--- src/rtl/com_bus_arbiter_rr_pkg.sv ---
// ============================================================================
//  Module      : com_bus_arbiter_rr_pkg
//  Description : Shared types, defaults and the round-robin pick helper for
//                the common-bus arbiter of the MESI cache subsystem.
//  Revision    : 1.0  - initial release
// ============================================================================
`default_nettype none

package com_bus_arbiter_rr_pkg;

   // Default requester counts: DL caches occupy the low proc indices.
   localparam int N_PROC_DEF  = 8;
   localparam int N_SNOOP_DEF = 4;

   // Widest requester vector the pick helper can search.
   localparam int RR_MAX_W = 32;
   localparam int RR_IDX_W = 5;

   typedef logic [RR_IDX_W:0] rr_cnt_t;

   typedef enum logic [1:0] {
      P_IDLE = 2'd0,
      P_OWN  = 2'd1,
      P_TURN = 2'd2
   } proc_state_e;

   typedef enum logic [0:0] {
      S_IDLE = 1'b0,
      S_OWN  = 1'b1
   } snoop_state_e;

   typedef struct packed {
      logic                found;
      logic [RR_IDX_W-1:0] idx;
   } rr_pick_t;

   // First set bit of req at or after ptr, wrapping at width.
   // ptr must be below width; bits at or above width are ignored.
   function automatic rr_pick_t rr_pick(input logic [RR_MAX_W-1:0] req,
                                        input logic [RR_IDX_W-1:0] ptr,
                                        input rr_cnt_t             width);
      rr_pick_t res;
      rr_cnt_t  j;
      res = '0;
      for (int k = 0; k < RR_MAX_W; k++) begin
         j = {1'b0, ptr} + rr_cnt_t'(k);
         if (j >= width) begin
            j = j - width;
         end
         if ((rr_cnt_t'(k) < width) && !res.found && req[j[RR_IDX_W-1:0]]) begin
            res.found = 1'b1;
            res.idx   = j[RR_IDX_W-1:0];
         end
      end
      return res;
   endfunction

endpackage

`default_nettype wire

--- src/rtl/com_bus_arbiter_rr_if.sv ---
// ============================================================================
//  Module      : com_bus_arbiter_rr_if
//  Description : Request/grant bundle between the per-cache Com_Bus ports and
//                the common-bus arbiter, plus arbiter status outputs.
//  Revision    : 1.0  - initial release
// ============================================================================
`default_nettype none

interface com_bus_arbiter_rr_if
   import com_bus_arbiter_rr_pkg::*;
#(
   parameter int N_PROC  = N_PROC_DEF,
   parameter int N_SNOOP = N_SNOOP_DEF
);
   localparam int OWNER_W = (N_PROC > 1) ? $clog2(N_PROC) : 1;

   logic [N_PROC-1:0]  Com_Bus_Req_proc;
   logic [N_PROC-1:0]  Com_Bus_Gnt_proc;
   logic [N_SNOOP-1:0] Com_Bus_Req_snoop;
   logic [N_SNOOP-1:0] Com_Bus_Gnt_snoop;
   logic               bus_busy;
   logic [OWNER_W-1:0] proc_owner;
   logic               timeout_err;

   // Cache side: raises requests, watches grants and status.
   modport master (
      output Com_Bus_Req_proc,
      output Com_Bus_Req_snoop,
      input  Com_Bus_Gnt_proc,
      input  Com_Bus_Gnt_snoop,
      input  bus_busy,
      input  proc_owner,
      input  timeout_err
   );

   // Arbiter side.
   modport slave (
      input  Com_Bus_Req_proc,
      input  Com_Bus_Req_snoop,
      output Com_Bus_Gnt_proc,
      output Com_Bus_Gnt_snoop,
      output bus_busy,
      output proc_owner,
      output timeout_err
   );

endinterface

`default_nettype wire

--- src/rtl/com_bus_arbiter_rr_picker.sv ---
// ============================================================================
//  Module      : rr_picker
//  Description : Combinational round-robin selector: returns the first set
//                request at or after the pointer, wrapping at W.
//  Revision    : 1.0  - initial release
// ============================================================================
`default_nettype none

module rr_picker
   import com_bus_arbiter_rr_pkg::*;
#(
   parameter int W  = 8,
   parameter int IW = (W > 1) ? $clog2(W) : 1
) (
   input  logic [W-1:0]  req_i,
   input  logic [IW-1:0] ptr_i,
   output logic [IW-1:0] idx_o,
   output logic          found_o
);

   rr_pick_t pick;
   logic     pick_idx_unused;

   // Search runs over the package helper, zero-extended to its fixed width.
   always_comb begin
      pick = rr_pick(RR_MAX_W'(req_i), RR_IDX_W'(ptr_i), rr_cnt_t'(W));
   end

   assign idx_o   = pick.idx[IW-1:0];
   assign found_o = pick.found;

   // Upper index bits are always zero for W below RR_MAX_W.
   assign pick_idx_unused = ^pick.idx;

endmodule

`default_nettype wire

--- src/rtl/com_bus_arbiter_rr.sv ---
// ============================================================================
//  Module      : com_bus_arbiter_rr
//  Description : Common-bus arbiter. Round-robin processor channel with a
//                one-cycle turnaround and hold watchdog, plus an independent
//                round-robin snoop channel that may nest inside a processor
//                transaction.
//  Revision    : 1.0  - initial release
// ============================================================================
`default_nettype none

module com_bus_arbiter_rr
   import com_bus_arbiter_rr_pkg::*;
#(
   parameter int N_PROC            = N_PROC_DEF,
   parameter int N_SNOOP           = N_SNOOP_DEF,
   parameter int MAX_HOLD          = 64,
   parameter bit REVOKE_ON_TIMEOUT = 1'b0
) (
   input logic                 clk,
   input logic                 rst,
   com_bus_arbiter_rr_if.slave bus
);

   localparam int PW = (N_PROC  > 1) ? $clog2(N_PROC)  : 1;
   localparam int SW = (N_SNOOP > 1) ? $clog2(N_SNOOP) : 1;
   localparam int HW = $clog2(MAX_HOLD + 1);

   localparam logic [HW-1:0] HOLD_MAX   = HW'(MAX_HOLD);
   localparam logic [PW-1:0] PROC_LAST  = PW'(N_PROC - 1);
   localparam logic [SW-1:0] SNOOP_LAST = SW'(N_SNOOP - 1);

   // Processor channel state
   proc_state_e        p_state_q;
   logic [N_PROC-1:0]  gnt_proc_q;
   logic [PW-1:0]      owner_q;
   logic [PW-1:0]      p_ptr_q;
   logic               busy_q;
   logic [HW-1:0]      hold_q;
   logic               timeout_q;

   // Snoop channel state
   snoop_state_e       s_state_q;
   logic [N_SNOOP-1:0] gnt_snoop_q;
   logic [SW-1:0]      s_owner_q;
   logic [SW-1:0]      s_ptr_q;

   // Combinational helpers
   logic [PW-1:0]      proc_idx;
   logic               proc_found;
   logic [N_SNOOP-1:0] snoop_elig;
   logic [SW-1:0]      snoop_idx;
   logic               snoop_found;
   logic [HW-1:0]      hold_d;
   logic [PW-1:0]      p_ptr_d;
   logic [SW-1:0]      s_ptr_d;
   logic               release_p;

   rr_picker #(.W(N_PROC), .IW(PW)) u_proc_pick (
      .req_i   (bus.Com_Bus_Req_proc),
      .ptr_i   (p_ptr_q),
      .idx_o   (proc_idx),
      .found_o (proc_found)
   );

   // A core may not snoop its own transaction. While busy the proc grant is
   // the one-hot owner, so masking with its low bits removes exactly that DL.
   assign snoop_elig = bus.Com_Bus_Req_snoop & ~gnt_proc_q[N_SNOOP-1:0];

   rr_picker #(.W(N_SNOOP), .IW(SW)) u_snoop_pick (
      .req_i   (snoop_elig),
      .ptr_i   (s_ptr_q),
      .idx_o   (snoop_idx),
      .found_o (snoop_found)
   );

   assign hold_d  = (hold_q == HOLD_MAX) ? hold_q : hold_q + HW'(1);
   assign p_ptr_d = (owner_q == PROC_LAST) ? '0 : owner_q + PW'(1);
   assign s_ptr_d = (s_owner_q == SNOOP_LAST) ? '0 : s_owner_q + SW'(1);

   // Owner leaves on its own release, or is forced out when the watchdog
   // expires and revocation is enabled.
   assign release_p = !bus.Com_Bus_Req_proc[owner_q] ||
                      (REVOKE_ON_TIMEOUT && (hold_d == HOLD_MAX));

   // Processor FSM: grant, hold with watchdog, release into turnaround.
   always_ff @(posedge clk) begin
      if (rst) begin
         p_state_q  <= P_IDLE;
         gnt_proc_q <= '0;
         owner_q    <= '0;
         p_ptr_q    <= '0;
         busy_q     <= 1'b0;
         hold_q     <= '0;
         timeout_q  <= 1'b0;
      end else begin
         unique case (p_state_q)
            P_IDLE: begin
               if (proc_found) begin
                  gnt_proc_q <= N_PROC'(1) << proc_idx;
                  owner_q    <= proc_idx;
                  busy_q     <= 1'b1;
                  hold_q     <= '0;
                  p_state_q  <= P_OWN;
               end
            end
            P_OWN: begin
               hold_q <= hold_d;
               if (hold_d == HOLD_MAX) begin
                  timeout_q <= 1'b1;
               end
               if (release_p) begin
                  gnt_proc_q <= '0;
                  busy_q     <= 1'b0;
                  p_ptr_q    <= p_ptr_d;
                  p_state_q  <= P_TURN;
               end
            end
            P_TURN: begin
               p_state_q <= P_IDLE;
            end
            default: begin
               p_state_q <= P_IDLE;
            end
         endcase
      end
   end

   // Snoop FSM: single grant at a time, no turnaround on release.
   always_ff @(posedge clk) begin
      if (rst) begin
         s_state_q   <= S_IDLE;
         gnt_snoop_q <= '0;
         s_owner_q   <= '0;
         s_ptr_q     <= '0;
      end else begin
         unique case (s_state_q)
            S_IDLE: begin
               if (snoop_found) begin
                  gnt_snoop_q <= N_SNOOP'(1) << snoop_idx;
                  s_owner_q   <= snoop_idx;
                  s_state_q   <= S_OWN;
               end
            end
            S_OWN: begin
               if (!bus.Com_Bus_Req_snoop[s_owner_q]) begin
                  gnt_snoop_q <= '0;
                  s_ptr_q     <= s_ptr_d;
                  s_state_q   <= S_IDLE;
               end
            end
            default: begin
               s_state_q <= S_IDLE;
            end
         endcase
      end
   end

   assign bus.Com_Bus_Gnt_proc  = gnt_proc_q;
   assign bus.Com_Bus_Gnt_snoop = gnt_snoop_q;
   assign bus.bus_busy          = busy_q;
   assign bus.proc_owner        = owner_q;
   assign bus.timeout_err       = timeout_q;

endmodule

`default_nettype wire

--- src/flat_wrapper.sv ---
// flat-port wrapper written by rule: the top's interface ports become plain ports
module com_bus_arbiter_rr_flat import com_bus_arbiter_rr_pkg::*;
#(
   parameter int N_PROC            = N_PROC_DEF,
   parameter int N_SNOOP           = N_SNOOP_DEF,
   parameter int MAX_HOLD          = 64,
   parameter bit REVOKE_ON_TIMEOUT = 1'b0
)
  (clk, rst, bus_Com_Bus_Req_proc, bus_Com_Bus_Req_snoop, bus_Com_Bus_Gnt_proc, bus_Com_Bus_Gnt_snoop, bus_bus_busy, bus_proc_owner, bus_timeout_err);
  com_bus_arbiter_rr_if #(.N_PROC(N_PROC), .N_SNOOP(N_SNOOP)) bus_i ();
  input logic clk;
  input logic rst;
  input wire logic [$bits(bus_i.Com_Bus_Req_proc)-1:0] bus_Com_Bus_Req_proc;
  input wire logic [$bits(bus_i.Com_Bus_Req_snoop)-1:0] bus_Com_Bus_Req_snoop;
  output wire logic [$bits(bus_i.Com_Bus_Gnt_proc)-1:0] bus_Com_Bus_Gnt_proc;
  output wire logic [$bits(bus_i.Com_Bus_Gnt_snoop)-1:0] bus_Com_Bus_Gnt_snoop;
  output wire logic [$bits(bus_i.bus_busy)-1:0] bus_bus_busy;
  output wire logic [$bits(bus_i.proc_owner)-1:0] bus_proc_owner;
  output wire logic [$bits(bus_i.timeout_err)-1:0] bus_timeout_err;
  assign bus_i.Com_Bus_Req_proc = bus_Com_Bus_Req_proc;
  assign bus_i.Com_Bus_Req_snoop = bus_Com_Bus_Req_snoop;
  assign bus_Com_Bus_Gnt_proc = bus_i.Com_Bus_Gnt_proc;
  assign bus_Com_Bus_Gnt_snoop = bus_i.Com_Bus_Gnt_snoop;
  assign bus_bus_busy = bus_i.bus_busy;
  assign bus_proc_owner = bus_i.proc_owner;
  assign bus_timeout_err = bus_i.timeout_err;
  com_bus_arbiter_rr #(.N_PROC(N_PROC), .N_SNOOP(N_SNOOP), .MAX_HOLD(MAX_HOLD), .REVOKE_ON_TIMEOUT(REVOKE_ON_TIMEOUT)) u_core (.clk(clk), .rst(rst), .bus(bus_i));
endmodule
--- config.mk ---
export PLATFORM = sky130hd
export DESIGN_NAME = com_bus_arbiter_rr_flat
export DESIGN_NICKNAME = d
export VERILOG_FILES = /design/src/rtl/com_bus_arbiter_rr_pkg.sv /design/src/rtl/com_bus_arbiter_rr_if.sv /design/src/rtl/com_bus_arbiter_rr_picker.sv /design/src/rtl/com_bus_arbiter_rr.sv /design/src/flat_wrapper.sv
export SDC_FILE = /design/constraint.sdc
export NUM_CORES = 1
export LEC_CHECK = 0
export CAP_MARGIN = 20
export CORE_MARGIN = 2
export CORE_UTILIZATION = 31
export DETAILED_ROUTE_END_ITERATION = 6
export PLACE_DENSITY = 0.59
export SETUP_SLACK_MARGIN = 0.05
export SLEW_MARGIN = 10
export SYNTH_ARGS = -nofsm -noshare
export SYNTH_HDL_FRONTEND = slang
export SYNTH_SLANG_ARGS = --single-unit
--- constraint.sdc ---
create_clock -name clk -period 6.5 [get_ports clk]
set_input_delay 0.65 -clock clk [delete_from_list [all_inputs] [get_ports clk]]
set_output_delay 0.65 -clock clk [all_outputs]
set_load 0.005 [all_outputs]
==> results.sh, run 1 <==
export IMPL_status="complete, no violations"
export IMPL_crit_type="reg2reg"
export IMPL_synth_fa_ha_area_share_pct=6.268
export IMPL_crit_path_end="u_core.bus.Com_Bus_Gnt_proc[4]$_SDFFE_PP0P_"
export IMPL_cts_tree="yes"
export IMPL_ys_types=62
export IMPL_layout_commonest_cell="nor2_1"
export IMPL_place_ws_ps=2474
export IMPL_slowest_stage="dfxtp_1"
export IMPL_cpPeakStageDelay_ps=860
export IMPL_grt_ovfl_total=0
export IMPL_ant_nets=0
export IMPL_cp_depth=9
export IMPL_powerDensity_nw_per_um2=382.6
export IMPL_post_cts_buffers=0
export IMPL_grt_pass1_wl_um=12180
export IMPL_layout_drive_gt1_share_pct=12.09
export IMPL_rrSetupSlack_ps=2440
export IMPL_async_flop_share_pct=0
export IMPL_dp_hpwl_um=5320
export IMPL_hold_class="reg2reg"
export IMPL_required_ps=6690
export IMPL_gp_congestion=0.8577
export IMPL_design_area_um2=3470
export IMPL_path_clk_slew_ps=70
export IMPL_ctsResizeCount=0
export IMPL_end_kind="flop"
export IMPL_ys_ff_latch=34
export IMPL_ctsHoldBuffers=0
export IMPL_syn_area_per_cell_um2=8.729
export IMPL_cts_made_buffers=5
export IMPL_io_buffers=30
export IMPL_htreeDepth=2
export IMPL_antenna_cells=0
export IMPL_synthesis_nets=372
export IMPL_synth_compound_area_share_pct=19.68
export IMPL_dieArea_um2=10460
export IMPL_cp_cell_sequence="inv_1, ha_1, mux2_2, mux4_2, a211oi_1, and3_1, a211o_1, nand3b_1, o32ai_1"
export IMPL_ys_seq_area_share_pct=22.73
export IMPL_area_growth_pct=15.88
export IMPL_finalHoldViolCount=0
export IMPL_cts_root_buffer="clkbuf_8"
export IMPL_p_leak_uw=0.001217
export IMPL_viasPerCell=5.465
export IMPL_setup_slack_ps=2438
export IMPL_row_count=35
export IMPL_finalMaxSlewViolations=0
export IMPL_rsz0062_at_grt="false"
export IMPL_worstSetupStartpointType="flop"
export IMPL_fin_cells=493
export IMPL_critPathMaxFanout=23
export IMPL_synth_ff_type="dfxtp_1"
export IMPL_mostFrequentLayoutCells="nor2_1 (38), dfxtp_1 (34), clkdlybuf4s50_1 (30), inv_1 (21), nand2_1 (20)"
export IMPL_core_area_um2=9284
export IMPL_drt_iter0_drc=228
export IMPL_crit_family="multiplexers"
export IMPL_r2r_end="u_core.bus.Com_Bus_Gnt_proc[4]$_SDFFE_PP0P_"
export IMPL_syn_inst=343
export IMPL_cts_sinks=34
export IMPL_cp_startpoint="u_core.p_ptr_q[0]$_SDFFE_PP0P_"
export IMPL_drtPass1Iterations=5
export IMPL_relSlewSlack_pct=29.08
export IMPL_wl_per_cell_um=14.73
export IMPL_setup_tns_ps=0
export IMPL_cp_num_buf_inv=1
export IMPL_synth_edf_count=0
export IMPL_clock_path_buffers=2
export IMPL_critPathArrivalTime_ps=4250
export IMPL_drt_wl_total_um=7264
export IMPL_synth_xor_area_share_pct=1.463
export IMPL_yosys_area_share_simple_pct=21.81
export IMPL_r2r_start="u_core.p_ptr_q[0]$_SDFFE_PP0P_"
export IMPL_ys_warn_count=0
export IMPL_period_share_pct=62.49
export IMPL_grt_total_usage_pct=14.30
export IMPL_grt_max_degree=30
export IMPL_pin_count=31
export IMPL_place_area_um2=3374
export IMPL_dieWidth_um=102.3
export IMPL_max_clock_freq_mhz=246.2
export IMPL_finClkSkew_ps=4.970
export IMPL_tightestPinTransition_ps=1061
export IMPL_synthMuxAreaShare_pct=22.32
export IMPL_clkLatencyLatePin_ps=280
export IMPL_finalCriticalPeriod_ps=4062
export IMPL_fin_nets=392
export IMPL_antenna_found_initial=0
export IMPL_grt_pass1_vias=2484
export IMPL_die_y_um=102.3
export IMPL_place_inst=485
export IMPL_initial_core_util_pct=32.25
export IMPL_r2r_cells=9
export IMPL_syn_area_um2=2994
export IMPL_cap_viol_max_count=0
export IMPL_ir_worst_vdd_mv=0.1042
export IMPL_drc=0
export IMPL_dr_total_vias=2694
export IMPL_setup_viol=0
export IMPL_synth_top_family_by_area="multiplexers"
cells in the mapped netlist (all sizes together), types with 5 or more instances:
library cell	count	area, um2
nor2	38	142.6
nor2b	8	50.05
nor3b	5	37.54
dfxtp	34	680.7
clkbuf	10	37.54
a211oi	11	82.58
a21oi	15	75.07
buf	8	51.29
ha	15	187.7
and3	7	43.79
and2	7	47.55
o21ai	11	58.81
a22oi	6	50.05
nand3	13	65.06
nand3b	7	52.55
mux2	11	127.6
inv	22	82.58
mux4	17	390.4
nand2	20	75.07
mux2i	15	150.1
o32ai	8	70.07
per-stage QoR:
| stage | power, uW | util, % | hold slack [ps] |
|---|---|---|---|
| after floorplan | 954.9 | - | 449.7 |
| after global placement | 1152 | 36.35 | 446.2 |
| after detailed placement | 1163 | 36.35 | 448.7 |
| after CTS | 1329 | 37.37 | 458.3 |
| after global routing | 1443 | 37.37 | 480.2 |
| final | 1327 | 37.37 | 454.4 |
how the worst min path moves through the flow:
stage                                                startpoint                                           to  slack [ps]  cells after the start
floorplan           u_core.bus.Com_Bus_Gnt_proc[4]$_SDFFE_PP0P_  u_core.bus.Com_Bus_Gnt_proc[4]$_SDFFE_PP0P_         450                      2
global placement               u_core.bus.bus_busy$_SDFFE_PP0P_             u_core.bus.bus_busy$_SDFFE_PP0P_         450                      2
detailed placement             u_core.bus.bus_busy$_SDFFE_PP0P_             u_core.bus.bus_busy$_SDFFE_PP0P_         450                      2
CTS                            u_core.bus.bus_busy$_SDFFE_PP0P_             u_core.bus.bus_busy$_SDFFE_PP0P_         460                      2
global route                   u_core.bus.bus_busy$_SDFFE_PP0P_             u_core.bus.bus_busy$_SDFFE_PP0P_         480                      2
finish                         u_core.bus.bus_busy$_SDFFE_PP0P_             u_core.bus.bus_busy$_SDFFE_PP0P_         450                      2
state kept, by name, indices dropped and copies added, names as in the netlist:
| register | count |
|---|---|
| u_core.s_state_q | 1 |
| u_core.bus.proc_owner | 3 |
| u_core.p_state_q | 2 |
| u_core.s_ptr_q | 2 |
| u_core.bus.timeout_err | 1 |
| u_core.bus.Com_Bus_Gnt_snoop | 4 |
| u_core.hold_q | 7 |
| u_core.bus.bus_busy | 1 |
| u_core.s_owner_q | 2 |
| u_core.bus.Com_Bus_Gnt_proc | 8 |
| u_core.p_ptr_q | 3 |
cells by family after synthesis:
group	after synthesis
multiplexers	43
XOR/XNOR	5
AND/OR/NAND/NOR	124
buffers and inverters	40
AO/OA/AOI/OAI	82
adder cells (fa/ha/maj)	15
flip-flops	34
final cells by class:
class | count | area [um2]
clock buffer | 6 | 82.58
clock inverter | 2 | 12.51
fill | 970 | 5814
inverter | 22 | 82.58
multi-input combinational | 269 | 2142
sequential | 34 | 680.7
tap | 129 | 161.4
timing repair buffer | 31 | 307.8
metal layers:
layer  GRT usage, %  wire (um)  vias to the layer above
li1               -          -                     1327
met1          20.85       3623                     1297
met2          22.98       3241                       64
met3          1.984        331                        6
met4          2.256         68                        0
met5              0          0                        -
where the power goes:
group          switching, uW  total, uW  internal (uW)
registers               75.5        335            259
clock network           78.6        164           85.2
logic                    435        829            393
worst register-to-register path: stages, from the launching register on:
cell	delay [ps]
dfxtp_1	860
inv_1	260
ha_1	600
mux2_2	380
mux4_2	540
a211oi_1	320
and3_1	270
a211o_1	270
nand3b_1	280
o32ai_1	200
Power figures use the tool's default switching activity.
==> run 2: changes to the inputs <==
==> constraint.sdc (replaced) <==
create_clock -name clk -period 4 [get_ports clk]
set_input_delay 0.4 -clock clk [delete_from_list [all_inputs] [get_ports clk]]
set_output_delay 0.4 -clock clk [all_outputs]
set_load 0.005 [all_outputs]
==> run 2 against run 1 <==
First-iteration DRC count decreased by 11%. Routed wire length increased by 5.2%. Cell area increased by 0.65%. Core utilization increased by 0.24 points. Sequential power increased by 55%. Final cell count increased by 0.61%. Largest cell class unchanged. Largest power group unchanged. Highest routed layer unchanged.
==> results.sh, run 2 (synthesis gave the netlist of run 1 again) <==
export IMPL_antenna_cells=0
export IMPL_ctsResizeCount=0
export IMPL_row_count=35
export IMPL_drtPass1Iterations=4
export IMPL_htreeDepth=2
export IMPL_cts_root_buffer="clkbuf_8"
export IMPL_setup_viol=0
export IMPL_largest_register_ff_count=8
export IMPL_cap_viol_max_count=0
export IMPL_worstSetupStartpointType="flop"
export IMPL_finalMaxSlewViolations=0
export IMPL_dieWidth_um=102.3
export IMPL_grt_total_usage_pct=15.22
export IMPL_io_buffers=30
export IMPL_wl_per_cell_um=15.41
export IMPL_path_clk_slew_ps=80
export IMPL_end_kind="flop"
export IMPL_cts_made_buffers=5
export IMPL_finClkSkew_ps=9.542
export IMPL_powerDensity_nw_per_um2=621.0
export IMPL_fin_util_pct=37.61
export IMPL_grt_max_degree=30
export IMPL_die_y_um=102.3
export IMPL_status="complete, no violations"
export IMPL_r2r_end="u_core.bus.Com_Bus_Gnt_proc[3]$_SDFFE_PP0P_"
export IMPL_r2r_cells=9
export IMPL_initial_core_util_pct=32.25
export IMPL_mostFrequentLayoutCells="nor2_1 (38), dfxtp_1 (34), clkdlybuf4s50_1 (30), inv_1 (21), nand2_1 (20)"
export IMPL_critPathMaxFanout=11
export IMPL_critPathArrivalTime_ps=3550
export IMPL_rrSetupSlack_ps=650
export IMPL_layout_commonest_cell="nor2_1"
export IMPL_core_area_um2=9284
export IMPL_ir_worst_vdd_mv=0.2670
export IMPL_grt_pass1_vias=2564
export IMPL_dr_wl_met2_um=3446
export IMPL_nFillCells=975
export IMPL_dp_hpwl_um=5602
export IMPL_cp_startpoint="u_core.p_ptr_q[1]$_SDFFE_PP0P_"
export IMPL_crit_path_end="u_core.bus.Com_Bus_Gnt_proc[3]$_SDFFE_PP0P_"
export IMPL_relSlewSlack_pct=55.30
export IMPL_fin_nets=395
export IMPL_r2r_start="u_core.p_ptr_q[1]$_SDFFE_PP0P_"
export IMPL_grt_pass1_wl_um=12680
export IMPL_whs_path_depth=2
export IMPL_layout_drive_gt1_share_pct=12.81
export IMPL_finalCriticalPeriod_ps=3349
export IMPL_ant_nets=0
export IMPL_tightestPinTransition_ps=666.5
export IMPL_area_growth_pct=16.63
export IMPL_drt_iter0_drc=203
export IMPL_grt_ovfl_total=0
export IMPL_max_clock_freq_mhz=298.6
export IMPL_gp_congestion=0.8486
export IMPL_hold_class="reg2reg"
export IMPL_antenna_found_initial=0
export IMPL_dr_total_vias=2764
export IMPL_rsz0062_at_grt="false"
export IMPL_clkLatencyLatePin_ps=290
export IMPL_viasPerCell=5.573
export IMPL_cts_sinks=34
export IMPL_drt_wl_total_um=7641
export IMPL_dr_max_layer_used="met4"
export IMPL_dieArea_um2=10460
export IMPL_wl_met1_um=3774
export IMPL_post_cts_buffers=0
export IMPL_place_area_um2=3397
export IMPL_crit_type="reg2reg"
export IMPL_pin_count=31
export IMPL_design_area_um2=3492
export IMPL_required_ps=4200
export IMPL_cts_tree="yes"
export IMPL_p_leak_uw=0.001232
export IMPL_clock_path_buffers=2
export IMPL_met3_length_um=348
export IMPL_drc=0
export IMPL_ctsHoldBuffers=0
export IMPL_period_share_pct=83.71
export IMPL_finalHoldViolCount=0
export IMPL_setup_tns_ps=0
==> run 2: changes by cell type in the layout (fill, tap and decap cells not counted) <==
cell / delta
buf_4: +3
==> run 2: worst min-delay path by stage <==
stage	startpoint	endpoint	slack, ps
global placement	u_core.bus.bus_busy$_SDFFE_PP0P_	u_core.bus.bus_busy$_SDFFE_PP0P_	450
detailed placement	u_core.bus.Com_Bus_Gnt_proc[7]$_SDFFE_PP0P_	u_core.bus.Com_Bus_Gnt_proc[7]$_SDFFE_PP0P_	460
finish	u_core.bus.Com_Bus_Gnt_proc[4]$_SDFFE_PP0P_	u_core.bus.Com_Bus_Gnt_proc[4]$_SDFFE_PP0P_	470
global route	u_core.bus.Com_Bus_Gnt_proc[7]$_SDFFE_PP0P_	u_core.bus.Com_Bus_Gnt_proc[7]$_SDFFE_PP0P_	500
CTS	u_core.bus.Com_Bus_Gnt_proc[7]$_SDFFE_PP0P_	u_core.bus.Com_Bus_Gnt_proc[7]$_SDFFE_PP0P_	470
floorplan	u_core.bus.Com_Bus_Gnt_proc[4]$_SDFFE_PP0P_	u_core.bus.Com_Bus_Gnt_proc[4]$_SDFFE_PP0P_	450
==> run 2: worst max-delay path, stage by stage (launching register included) <==
cell and delay [ps]:
dfxtp_1 330, inv_1 110, ha_1 570, mux4_2 590
mux2_4 290, and2_4 170, or4_4 530, a32oi_2 240
o21ai_2 140, o32ai_1 290
==> run 2: area by class of cell <==
cell class                 instances  area (um2)  share of cell area [%]
clock buffer                       6       82.58                   2.365
clock inverter                     2       12.51                  0.3583
inverter                          22       82.58                   2.365
multi-input combinational        269        2142                   61.34
sequential                        34       680.7                   19.49
tap                              129       161.4                   4.622
timing repair buffer              34       330.3                   9.459
==> run 2: per-layer routing <==
metal | GRT usage (%) | vias to the layer above
met1 | 21.29 | 1345
li1 | - | 1341
met5 | 0 | -
met2 | 24.65 | 72
met4 | 2.974 | 0
met3 | 2.941 | 6
==> run 2: power breakdown <==
part | internal (uW) | switching [uW] | total [uW]
Clock | 138 | 135 | 274
Sequential | 421 | 97.8 | 519
Combinational | 644 | 732 | 1380
==> run 2: through the flow <==
stage	hold slack [ps]	power, uW	instances	setup slack (ps)
floorplan	449.7	1552	343	708.8
global placement	448.3	1879	488	664.1
detailed placement	458.2	1895	488	605.7
CTS	469.6	2176	496	655.9
global route	500.8	2362	496	357.9
finish	466.3	2169	496	651.4
==> run 3: changes to the inputs <==
==> constraint.sdc (replaced) <==
create_clock -name clk -period 3.3 [get_ports clk]
set_input_delay 0.33 -clock clk [delete_from_list [all_inputs] [get_ports clk]]
set_output_delay 0.33 -clock clk [all_outputs]
set_load 0.005 [all_outputs]
==> run 3 against run 2 <==
Clock-buffer cell count rose by 1. Critical path depth did not move. Die area did not move. Global-route usage rose by 0.068 points. Worst setup slack got worse by 480 ps. Routed wire length rose by 2.7%. Cell area rose by 2.5%. Final cell count rose by 1.8%. Largest cell class unchanged. Non-clock buffer count rose by 9. Sequential cell count did not move. Clock power rose by 16%.
==> results.sh, run 3 (synthesis gave the netlist of run 1 again) <==
export IMPL_crit_type="reg2reg"
export IMPL_cts_tree="yes"
export IMPL_htreeDepth=2
export IMPL_rsz0062_at_grt="true"
export IMPL_drt_iter0_drc=183
export IMPL_finalMaxSlewViolations=0
export IMPL_die_y_um=102.3
export IMPL_status="complete, no violations"
export IMPL_required_ps=3480
export IMPL_layout_commonest_cell="nor2_1"
export IMPL_drc=0
export IMPL_cts_made_buffers=5
export IMPL_p_leak_uw=0.001281
export IMPL_area_growth_pct=19.60
export IMPL_whs_path_depth=2
export IMPL_drtPass1Iterations=4
export IMPL_finalHoldViolCount=0
export IMPL_grt_ovfl_total=0
export IMPL_gp_congestion=0.8561
export IMPL_dieArea_um2=10460
export IMPL_setup_tns_ps=0
export IMPL_crit_family="multiplexers"
export IMPL_relSlewSlack_pct=66.07
export IMPL_path_clk_slew_ps=70
export IMPL_drt_wl_total_um=7848
export IMPL_fin_nets=404
export IMPL_cts_sinks=34
export IMPL_antenna_cells=0
export IMPL_cp_num_buf_inv=1
export IMPL_hold_class="reg2reg"
export IMPL_r2r_cells=9
export IMPL_clock_path_buffers=2
export IMPL_critPathArrivalTime_ps=3310
export IMPL_core_area_um2=9284
export IMPL_dieWidth_um=102.3
export IMPL_cp_depth=9
export IMPL_period_share_pct=94.77
export IMPL_end_kind="flop"
export IMPL_worstSetupStartpointType="flop"
export IMPL_whs_ps=477.4
export IMPL_powerDensity_nw_per_um2=755.8
export IMPL_dp_hpwl_um=5782
export IMPL_wl_per_cell_um=15.54
export IMPL_finClkSkew_ps=4.832
export IMPL_tightestPinTransition_ps=505.4
export IMPL_cap_viol_max_count=0
export IMPL_antenna_found_initial=0
export IMPL_cts_root_buffer="clkbuf_8"
export IMPL_row_count=35
export IMPL_setup_viol=0
export IMPL_mostFrequentLayoutCells="nor2_1 (38), dfxtp_1 (34), clkdlybuf4s50_1 (30), inv_1 (21), nand2_1 (20)"
export IMPL_clkLatencyLatePin_ps=290
export IMPL_grt_pass1_wl_um=12790
export IMPL_dr_total_vias=2742
export IMPL_pin_count=31
export IMPL_critPathMaxFanout=8
export IMPL_grt_pass1_vias=2592
export IMPL_cpPeakStageDelay_ps=560
export IMPL_grt_total_usage_pct=15.29
export IMPL_cp_cell_sequence="inv_1, ha_4, mux4_2, mux2_4, and2_4, or4_4, a32oi_2, o21ai_2, o32ai_1"
export IMPL_largest_register_ff_count=8
export IMPL_grt_max_degree=30
export IMPL_slowest_stage="mux4_2"
export IMPL_io_buffers=30
export IMPL_fin_util_pct=38.57
export IMPL_layout_drive_gt1_share_pct=15.43
export IMPL_viasPerCell=5.430
export IMPL_post_cts_buffers=0
export IMPL_finalCriticalPeriod_ps=3127
export IMPL_max_clock_freq_mhz=319.8
export IMPL_ir_worst_vdd_mv=0.2481
export IMPL_initial_core_util_pct=32.25
export IMPL_ant_nets=0
## run 3: cell types whose count changed in the layout (fill, tap and decap cells not counted)
cell        delta
o2111ai_1      -1
buf_4          +8
clkbuf_1       +1
clkinvlp_4     -1
ha_1           -2
buf_6          +1
o2111ai_2      +1
ha_4           +1
ha_2           +1
## run 3: routing by layer
metal  global-route usage [%]  wire, um  vias to the layer above
met4                    3.385        50                        0
met3                    2.462       336                        5
met5                        0         0                        -
li1                         -         -                     1356
met2                    25.46      3730                       75
met1                    20.93      3731                     1306
## run 3: what timing repair did
action / in CTS / in global routing
resized for setup: 1 / 4
hold buffers: 0 / 0
endpoints found under the setup margin: 1 / 8
## run 3: worst min-delay path: stages, from the launching register on
cell     delay, ps
dfxtp_1        330
nand2_1         60
a21oi_1         50
## run 3: where the power goes
part           switching, uW  total (uW)  internal (uW)
Clock                    150         318            168
Combinational            919        1760            839
Sequential               119         630            511
Total                   1190        2710           1520
## run 3: final cells by class
type	instances	area [um2]
fillers	981	5703
multi-input cells	269	2163
flip-flops and latches	34	680.7
repair buffers	43	401.6
well taps	129	161.4
clock buffers	7	86.33
inverters	22	82.58
clock inverters	1	5.005
## run 3: final timing paths
kind | startpoint | to | slack, ps
worst max-delay path | u_core.p_ptr_q[1]$_SDFFE_PP0P_ | u_core.bus.Com_Bus_Gnt_proc[3]$_SDFFE_PP0P_ | 170
worst min-delay path | u_core.bus.bus_busy$_SDFFE_PP0P_ | u_core.bus.bus_busy$_SDFFE_PP0P_ | 480
worst max register to register | u_core.p_ptr_q[1]$_SDFFE_PP0P_ | u_core.bus.Com_Bus_Gnt_proc[3]$_SDFFE_PP0P_ | 170
worst min register to register | u_core.bus.bus_busy$_SDFFE_PP0P_ | u_core.bus.bus_busy$_SDFFE_PP0P_ | 480
## run 3: stage by stage
| stage | setup WS, ps | std cells | total power (uW) | instance area, um2 |
|---|---|---|---|---|
| floorplan | 67.30 | 343 | 1882 | 2997 |
| global placement | 118.0 | 497 | 2329 | 3465 |
| detailed placement | 26.26 | 497 | 2356 | 3465 |
| CTS | 95.49 | 505 | 2687 | 3558 |
| global route | 43.58 | 505 | 2931 | 3581 |
| finish | 172.6 | 505 | 2706 | 3581 |
